==> src/rtl/writeback_queue.sv <==
// Writeback queue: merges ALU and load results into one register-bank write per cycle.
// Optional macro WB_SCOREBOARD_EN adds pending-write hazard compare against rs/rt.
module writeback_queue #(
   parameter int DEPTH = 4
) (
   input  logic                     clk,
   input  logic                     rst,
   input  logic                     alu_valid,
   input  logic [4:0]               alu_reg,
   input  logic [31:0]              alu_data,
   output logic                     alu_ready,
   input  logic                     mem_valid,
   input  logic [4:0]               mem_reg,
   input  logic [31:0]              mem_data,
   output logic                     mem_ready,
   input  logic                     wb_hold,
   output logic                     write_reg_flag,
   output logic [4:0]               write_reg,
   output logic [31:0]              write_data,
   input  logic [4:0]               rs,
   input  logic [4:0]               rt,
   output logic                     hazard_a,
   output logic                     hazard_b,
   output logic [$clog2(DEPTH):0]   occupancy
);

   localparam int AW = $clog2(DEPTH);
   localparam logic [AW:0] FULL_CNT = (AW+1)'(DEPTH);

   logic [4:0]    reg_q  [DEPTH];
   logic [31:0]   data_q [DEPTH];
   logic [AW-1:0] wr_ptr_q, wr_ptr_d;
   logic [AW-1:0] rd_ptr_q, rd_ptr_d;
   logic [AW:0]   occ_q, occ_d;

   logic          full, empty;
   logic          mem_take, alu_take;
   logic          push, pop;
   logic [4:0]    push_reg;
   logic [31:0]   push_data;

   assign full      = (occ_q == FULL_CNT);
   assign empty     = (occ_q == '0);
   assign occupancy = occ_q;

   // Readiness comes only from the registered full flag: a pop never frees a slot same-cycle.
   assign mem_ready = ~full;
   assign alu_ready = ~full & ~mem_valid;

   always_comb begin
      mem_take  = mem_valid & mem_ready;
      alu_take  = alu_valid & alu_ready;
      push_reg  = mem_take ? mem_reg  : alu_reg;
      push_data = mem_take ? mem_data : alu_data;
      push      = (mem_take | alu_take) & (push_reg != 5'd0);
      pop       = ~empty & ~wb_hold;

      wr_ptr_d = wr_ptr_q;
      rd_ptr_d = rd_ptr_q;
      occ_d    = occ_q;
      if (push) wr_ptr_d = wr_ptr_q + AW'(1);
      if (pop)  rd_ptr_d = rd_ptr_q + AW'(1);
      if (push && !pop)      occ_d = occ_q + (AW+1)'(1);
      else if (!push && pop) occ_d = occ_q - (AW+1)'(1);
   end

   always_ff @(posedge clk) begin
      if (rst) begin
         wr_ptr_q <= '0;
         rd_ptr_q <= '0;
         occ_q    <= '0;
      end else begin
         wr_ptr_q <= wr_ptr_d;
         rd_ptr_q <= rd_ptr_d;
         occ_q    <= occ_d;
      end
   end

   // Entry storage needs no reset; validity is carried entirely by occ_q.
   always_ff @(posedge clk) begin
      if (push && !rst) begin
         reg_q[wr_ptr_q]  <= push_reg;
         data_q[wr_ptr_q] <= push_data;
      end
   end

   assign write_reg_flag = ~pop;
   assign write_reg      = pop ? reg_q[rd_ptr_q]  : 5'd0;
   assign write_data     = pop ? data_q[rd_ptr_q] : 32'd0;

`ifdef WB_SCOREBOARD_EN
   logic [AW-1:0] hz_idx;

   // The head being written this cycle still counts as pending.
   always_comb begin
      hazard_a = 1'b0;
      hazard_b = 1'b0;
      hz_idx   = '0;
      for (int i = 0; i < DEPTH; i++) begin
         hz_idx = rd_ptr_q + AW'(i);
         if ((AW+1)'(i) < occ_q) begin
            if (rs != 5'd0 && reg_q[hz_idx] == rs) hazard_a = 1'b1;
            if (rt != 5'd0 && reg_q[hz_idx] == rt) hazard_b = 1'b1;
         end
      end
   end
`else
   logic unused_rs_rt;
   assign unused_rs_rt = ^{rs, rt};
   assign hazard_a     = 1'b0;
   assign hazard_b     = 1'b0;
`endif

endmodule

==> config.mk <==
export PLATFORM = sky130hd
export DESIGN_NAME = writeback_queue
export DESIGN_NICKNAME = d
export VERILOG_FILES = /design/src/rtl/writeback_queue.sv
export SDC_FILE = /design/constraint.sdc
export NUM_CORES = 1
export LEC_CHECK = 0
export BUFFER_PORTS_ARGS = -buffer_cell sky130_fd_sc_hd__buf_2
export CORE_AREA = 2 2 132 134
export DETAILED_ROUTE_END_ITERATION = 16
export DIE_AREA = 0 0 134 136
export HOLD_SLACK_MARGIN = 0.05
export RECOVER_POWER = 100
export SYNTH_ARGS = -nofsm -noshare
export SYNTH_HDL_FRONTEND = slang
export SYNTH_SLANG_ARGS = --single-unit
==> constraint.sdc <==
create_clock -name clk -period 4.65 [get_ports clk]
set_input_delay 0.93 -clock clk [delete_from_list [all_inputs] [get_ports clk]]
set_output_delay 0.93 -clock clk [all_outputs]
set_load 0.02 [all_outputs]
==> flow_summary_export.csv, run 1 <==
group,metric,value,unit
outcome,status,"finished with violations",
outcome,failed_checks,"max-capacitance violations, max-slew violations",
finish,final_area,7990,sq um
synthesis,synth-async-reset-ratio,0,%
finish,final_layout_size_suffix_gt1_share,31.9,%
placement,postPlaceCellArea,7460,sq um
detailed_routing,vias,3366,
global_routing,grt_pass1_wl,19500,um
global_routing,antenna_found_initial,0,
global_routing,grt.total_usage,14.7,%
critical_path,cp_num_buf_inv,1,
clocking,cts_resized,0,
sta,max_freq,269,MHz
critical_path,cp-end-kind,"primary output",
clocking,cts_root_buf,"clkbuf_16",
finish,fin_util,47.4,%
sta,min_period,3710,ps
detailed_routing,drtIter0Drc,158,
synthesis,yosysSeqAreaShare,69.9,%
critical_path,path_delay_family,"flip-flops",
floorplanning,initial_utilization,39.2,%
sta,finalCritPeriodShare,79.8,%
finish,diodes,0,
pwr,leakage,2.70,nW
placement,io_buffers,121,
floorplanning,core,16900,sq um
detailed_routing,drt_wl_total,12600,um
synthesis,synth_top_cells_by_count,"edfxtp_1 (148), mux4_2 (37), mux2_2 (33)",
clocking,hold_buffers,0,
global_routing,grt_max_degree,41,
finish,nNetsFinal,562,
synthesis,synthCells,336,
synthesis,synth_flop_cell,"edfxtp_1",
sta,grt_setup_unrepaired,"no",
floorplanning,num_rows,48,
critical_path,worst_path_largest_cell_delay,1300,ps
placement,hpwlAfterDp,7400,um
critical_path,cp-start-kind,"register",
floorplanning,die_w,134,um
clocking,cts.clk_slew.worst_paths,60,ps
sta,hold_viol_final,0,
detailed_routing,wire_per_inst,17.8,um
floorplanning,die-area,18200,sq um
synthesis,yosys.area.top_type,"edfxtp_1",
global_routing,gr-total-overflow,0,
critical_path,cp.required,3720,ps
sta,fin_hold_ws,531,ps
critical_path,crit_type,"register to primary output",
critical_path,crit_slowest_cell,"dfxtp_2",
sta,setup_tns,0,ps
critical_path,worstPathCellList,"mux4_2 > nor2b_1 > clkbuf_1",
detailed_routing,drt-pass1-iter-count,4,
clocking,clockBufferDepth,2,
sta,drv_slew,62,
detailed_routing,vias_per_cell,4.77,
sta,skew,8.18,ps
floorplanning,die_y,136,um
pwr,powerDensity,566,nW/um^2
synthesis,synth_edf_count,148,
pwr,max-vdd-ir-drop,272,uV
synthesis,yosys-top-cells-area,"edfxtp_1 (67%), mux4_2 (13%), mux2_2 (5.6%)",
clocking,clock_latency,410,ps
synthesis,ys_ff_latch,157,
clocking,cts.sinks,157,
finish,area_delta_synth_final,20.9,%
clocking,cts_tree,"built",
synthesis,synth_top_area_share,67.2,%
synthesis,synth_area_per_cell,19.7,sq um
placement,place_congestion,0.662,
clocking,cts_setup_buffers,0,
critical_path,arrival,2780,ps
critical_path,cp_max_fo,37,
pwr,power,4.53,mW
hold_path,hp-class,"register to register",
synthesis,synth_cell_type_count,31,
floorplanning,io_pins,134,
clocking,cts-htree-levels,4,
global_routing,grt_pass1_vias,3551,
clocking,numCtsBuffers,17,
synthesis,ys_warn_count,0,
synthesis,synth.most_common_cell,"edfxtp_1",
sta,slew_headroom,-49.6,%
detailed_routing,remaining_drc_errors,0,
sta,setup_viol,0,
sta,max_slew.worst_pin.slew,2240,ps
detailed_routing,antenna_left,0,
flow_run,max_cap_viol_count,2,
synthesis,synth_area,6610,sq um
==> tightest hold or removal path: stages (launching register included) <==
cell	delay, ps
dfxtp_1	340
nand2b_1	80
mux2i_1	60
==> stage by stage <==
stage / std cells / setup WS, ps
after floorplan: 337 / -22.1
after global placement: 673 / 1460
after detailed placement: 673 / 1410
after CTS: 705 / 1300
after global routing: 705 / 645
final: 705 / 937
==> area by class of cell <==
type | count | area, sq um
fillers | 1477 | 8880
flip-flops and latches | 157 | 4630
multi-input cells | 155 | 1810
repair buffers | 130 | 587
clock buffers | 17 | 425
well taps | 225 | 282
clock inverters | 15 | 244
inverters | 6 | 22.5
==> path summary, 6_finish.rpt <==
check / from / endpoint / slack [ps] / depth (start not counted)
setup / recovery: register / write_data[1] / 940 / 3
hold reg to reg: wr_ptr_q[1] / wr_ptr_q[1] / 530 / 2
setup reg to reg: occupancy[0] / reg_q[2][0] / 1520 / 4
hold / removal: wr_ptr_q[1] / wr_ptr_q[1] / 530 / 2
==> logic make-up (layout without fill, tap and decap cells) <==
family                     Yosys count  in the layout  synth area share, %
muxes                               77             77                 19.4
and+or+nand+nor                     63             63                 5.86
buffers and inverters               25            168                 2.44
xor gates and xnor gates             4              4                0.530
other                                1              2               0.0567
AOI/OAI and AO/OA                    3              3                0.567
DFF                                157            157                 69.9
adders and majority gates            6              6                 1.25
==> registers in the layout, summed over array words and instances (netlist names), named ones only <==
| register | flops |
|---|---|
| data_q | 128 |
| occupancy | 3 |
| rd_ptr_q | 2 |
| reg_q | 20 |
| wr_ptr_q | 2 |
==> per-layer routing <==
metal | vias to the layer above | global-route usage (%) | routed length [um]
met1 | 1686 | 18.3 | 5540
met3 | 12 | 3.28 | 493
met2 | 86 | 25.0 | 6400
met5 | - | 0 | 0
met4 | 0 | 6.03 | 146
li1 | 1582 | - | -
==> power by group <==
group / switching, mW / internal, mW / total (mW)
registers: 0.157 / 1.75 / 1.91
clock network: 0.533 / 1.01 / 1.54
logic: 0.597 / 0.485 / 1.08
==> cells in the final DEF (no fill, tap or decap), types with 2 or more instances in the layout <==
cell type | Yosys | routed
clkinv_4 | 0 | 2
edfxtp_1 | 148 | 148
bufinv_16 | 0 | 6
mux4_2 | 37 | 37
xnor2_1 | 2 | 2
mux2_1 | 5 | 38
nor3b_1 | 4 | 5
nor3_1 | 4 | 4
clkbuf_1 | 5 | 51
nor2_1 | 9 | 9
clkinvlp_4 | 0 | 3
nand2b_1 | 2 | 2
buf_2 | 3 | 79
clkbuf_16 | 0 | 17
dfxtp_2 | 0 | 2
inv_1 | 6 | 6
xor2_1 | 2 | 2
ha_1 | 5 | 5
dfxtp_1 | 9 | 7
mux2i_1 | 2 | 2
and2b_1 | 5 | 5
clkinv_2 | 0 | 3
conb_1 | 1 | 2
nor2b_1 | 32 | 32
nand2_1 | 2 | 2
No activity file was read; power rests on OpenSTA's default activity.
==> run 2, diff against run 1 <==
==> constraint.sdc (replaced) <==
create_clock -name clk -period 3.2 [get_ports clk]
set_input_delay 0.64 -clock clk [delete_from_list [all_inputs] [get_ports clk]]
set_output_delay 0.64 -clock clk [all_outputs]
set_load 0.02 [all_outputs]
==> run 2 against run 1 <==
  * The run now ends clean
  * Hold slack lost 7.3 ps
  * Non-clock buffer count increased by 4
  * Final area is 0.74% lower
  * Die area unchanged
  * Combinational power grew 61%
  * Sequential share of layout area up 0.46 points
  * Register-to-register slack got worse by 950 ps
  * Clock skew fell by 1.5 ps
  * Power up 38%
  * Largest cell class unchanged
  * Largest power group unchanged
==> flow_summary_export.csv, run 2 (synthesis results as in run 1) <==
group,metric,value,unit
critical_path,worst_path_largest_cell_delay,480,ps
global_routing,grt.total_usage,15.0,%
critical_path,cp_num_buf_inv,2,
sta,hold_viol_final,0,
detailed_routing,remaining_drc_errors,0,
hold_path,hold_start,"wr_ptr_q[1]",
detailed_routing,antenna_left,0,
sta,min_period,2830,ps
finish,largest_reg_flops,128,
pwr,max-vdd-ir-drop,362,uV
clocking,numCtsBuffers,17,
finish,diodes,0,
critical_path,regToRegSetupSlack,570,ps
placement,dpl.cell_count,677,
floorplanning,core,16900,sq um
critical_path,cp-start-kind,"register",
clocking,cts_tree,"built",
global_routing,grt_busiest_layer,"met2",
clocking,cts_setup_buffers,0,
global_routing,gr-total-overflow,0,
pwr,seq_power_share,42.6,%
pwr,combPwrFrac,27.8,%
placement,io_buffers,121,
floorplanning,die_y,136,um
floorplanning,io_pins,134,
finish,area_delta_synth_final,20.0,%
pwr,p_switching,1.84,mW
clocking,cts-htree-levels,4,
critical_path,cp_max_fo,34,
hold_path,hp-class,"register to register",
finish,nNetsFinal,566,
detailed_routing,wire_per_inst,17.8,um
floorplanning,die_w,134,um
sta,max_slew.worst_pin.slew,1150,ps
placement,hpwlAfterDp,7750,um
clocking,clockBufferDepth,2,
critical_path,arrival,2190,ps
sta,max_freq,353,MHz
clocking,hold_buffers,0,
pwr,powerDensity,788,nW/um^2
detailed_routing,drt-pass1-iter-count,4,
clocking,cts_root_buf,"clkbuf_16",
floorplanning,initial_utilization,39.2,%
sta,finalCritPeriodShare,88.6,%
global_routing,antenna_found_initial,0,
detailed_routing,drtIter0Drc,157,
critical_path,crit_slowest_cell,"dfxtp_1",
critical_path,crit_start,"occupancy[0]",
clocking,clock_latency,420,ps
global_routing,grt_pass1_wl,19800,um
sta,slew_headroom,23.3,%
critical_path,crit_type,"register to primary output",
pwr,leakage,2.68,nW
finish,final_layout_size_suffix_gt1_share,32.2,%
sta,grt_setup_unrepaired,"no",
clocking,cts.clk_slew.worst_paths,60,ps
critical_path,path_delay_family,"simple AND/OR/NAND/NOR gates",
floorplanning,die-area,18200,sq um
finish,mostFrequentLayoutCells,"edfxtp_1 (148), buf_2 (80), clkbuf_1 (49), mux2_1 (38), mux4_2 (37)",
critical_path,cp-end-kind,"primary output",
flow_run,max_cap_viol_count,0,
global_routing,use_met1,18.2,%
placement,place_congestion,0.686,
finish,finalNonFillerCells,706,
clocking,cts_resized,0,
sta,setup_viol,0,
floorplanning,num_rows,48,
sta,skew,6.68,ps
clocking,cts.sinks,157,
sta,drv_slew,0,
finish,regMostFlops,"data_q",
critical_path,r2r_start,"occupancy[0]",
detailed_routing,vias,3422,
global_routing,grt_pass1_vias,3596,
global_routing,use_met3,3.73,%
detailed_routing,drt_wl_total,12500,um
pwr,p_clk_share,29.6,%
critical_path,worstPathCellList,"nor3_1 > or2_2 > buf_4 > and2b_1 > clkbuf_1",
pwr,p_int,4.42,mW
detailed_routing,vias_per_cell,4.85,
global_routing,grt_max_degree,38,
pwr,swShare,29.4,%
global_routing,grt_util_met2,25.6,%
finish,final_common_cell,"edfxtp_1",
pwr,power,6.25,mW
outcome,status,"completed",
critical_path,cp.required,2560,ps
==> run 2: changes by cell type in the layout (fill, tap and decap cells not counted), sizes merged <==
cell    previous run  this run
buf               79        84
bufinv             6         2
clkbuf            68        71
clkinv             5         3
inv                7         6
==> run 2: cell type report <==
type                       count  area, sq um
fill                        1510         8940
sequential                   157         4630
multi-input combinational    155         1820
timing repair buffer         134          649
clock buffer                  21          440
tap                          225          282
clock inverter                 8         96.3
inverter                       6         22.5
==> run 2: stage by stage <==
step	worst slack [ps]	TNS [ps]	utilization, %	instance area [sq um]	hold WS, ps
6_report	365	0	47.0	7940	524
5_1_grt	221	0	47.0	7940	529
4_1_cts	354	0	47.7	8060	520
3_5_place_dp	594	0	44.6	7520	512
3_3_place_gp	657	0	44.6	7520	503
2_1_floorplan	-1190	-176020	-	6620	484
==> run 2: worst paths after layout <==
kind	end	cells past startpoint
worst max-delay path	write_data[21]	5
worst min-delay path	wr_ptr_q[1]	2
worst max register to register	data_q[0][23]	5
worst min register to register	wr_ptr_q[1]	2
==> run 2: worst reg2reg max path: stages, from the launching register on <==
cell,delay [ps]
dfxtp_1,480
nor3b_4,100
nor2_1,130
a32oi_1,310
nor3b_1,330
clkbuf_1,890
==> run 2: metal layers <==
layer  routed length (um)  vias to the layer above
li1                     -                     1585
met1                 5490                     1734
met2                 6270                       87
met3                  539                       16
met4                  236                        0
met5                    0                        -
==> run 2: power groups by stage <==
stage	Sequential, mW	Clock (mW)	Combinational (mW)
CTS	2.66	1.90	1.88
floorplan	2.67	0	1.37
detailed placement	2.71	0	1.88
global route	2.69	1.98	1.91
global placement	2.70	0	1.84
finish	2.66	1.85	1.74
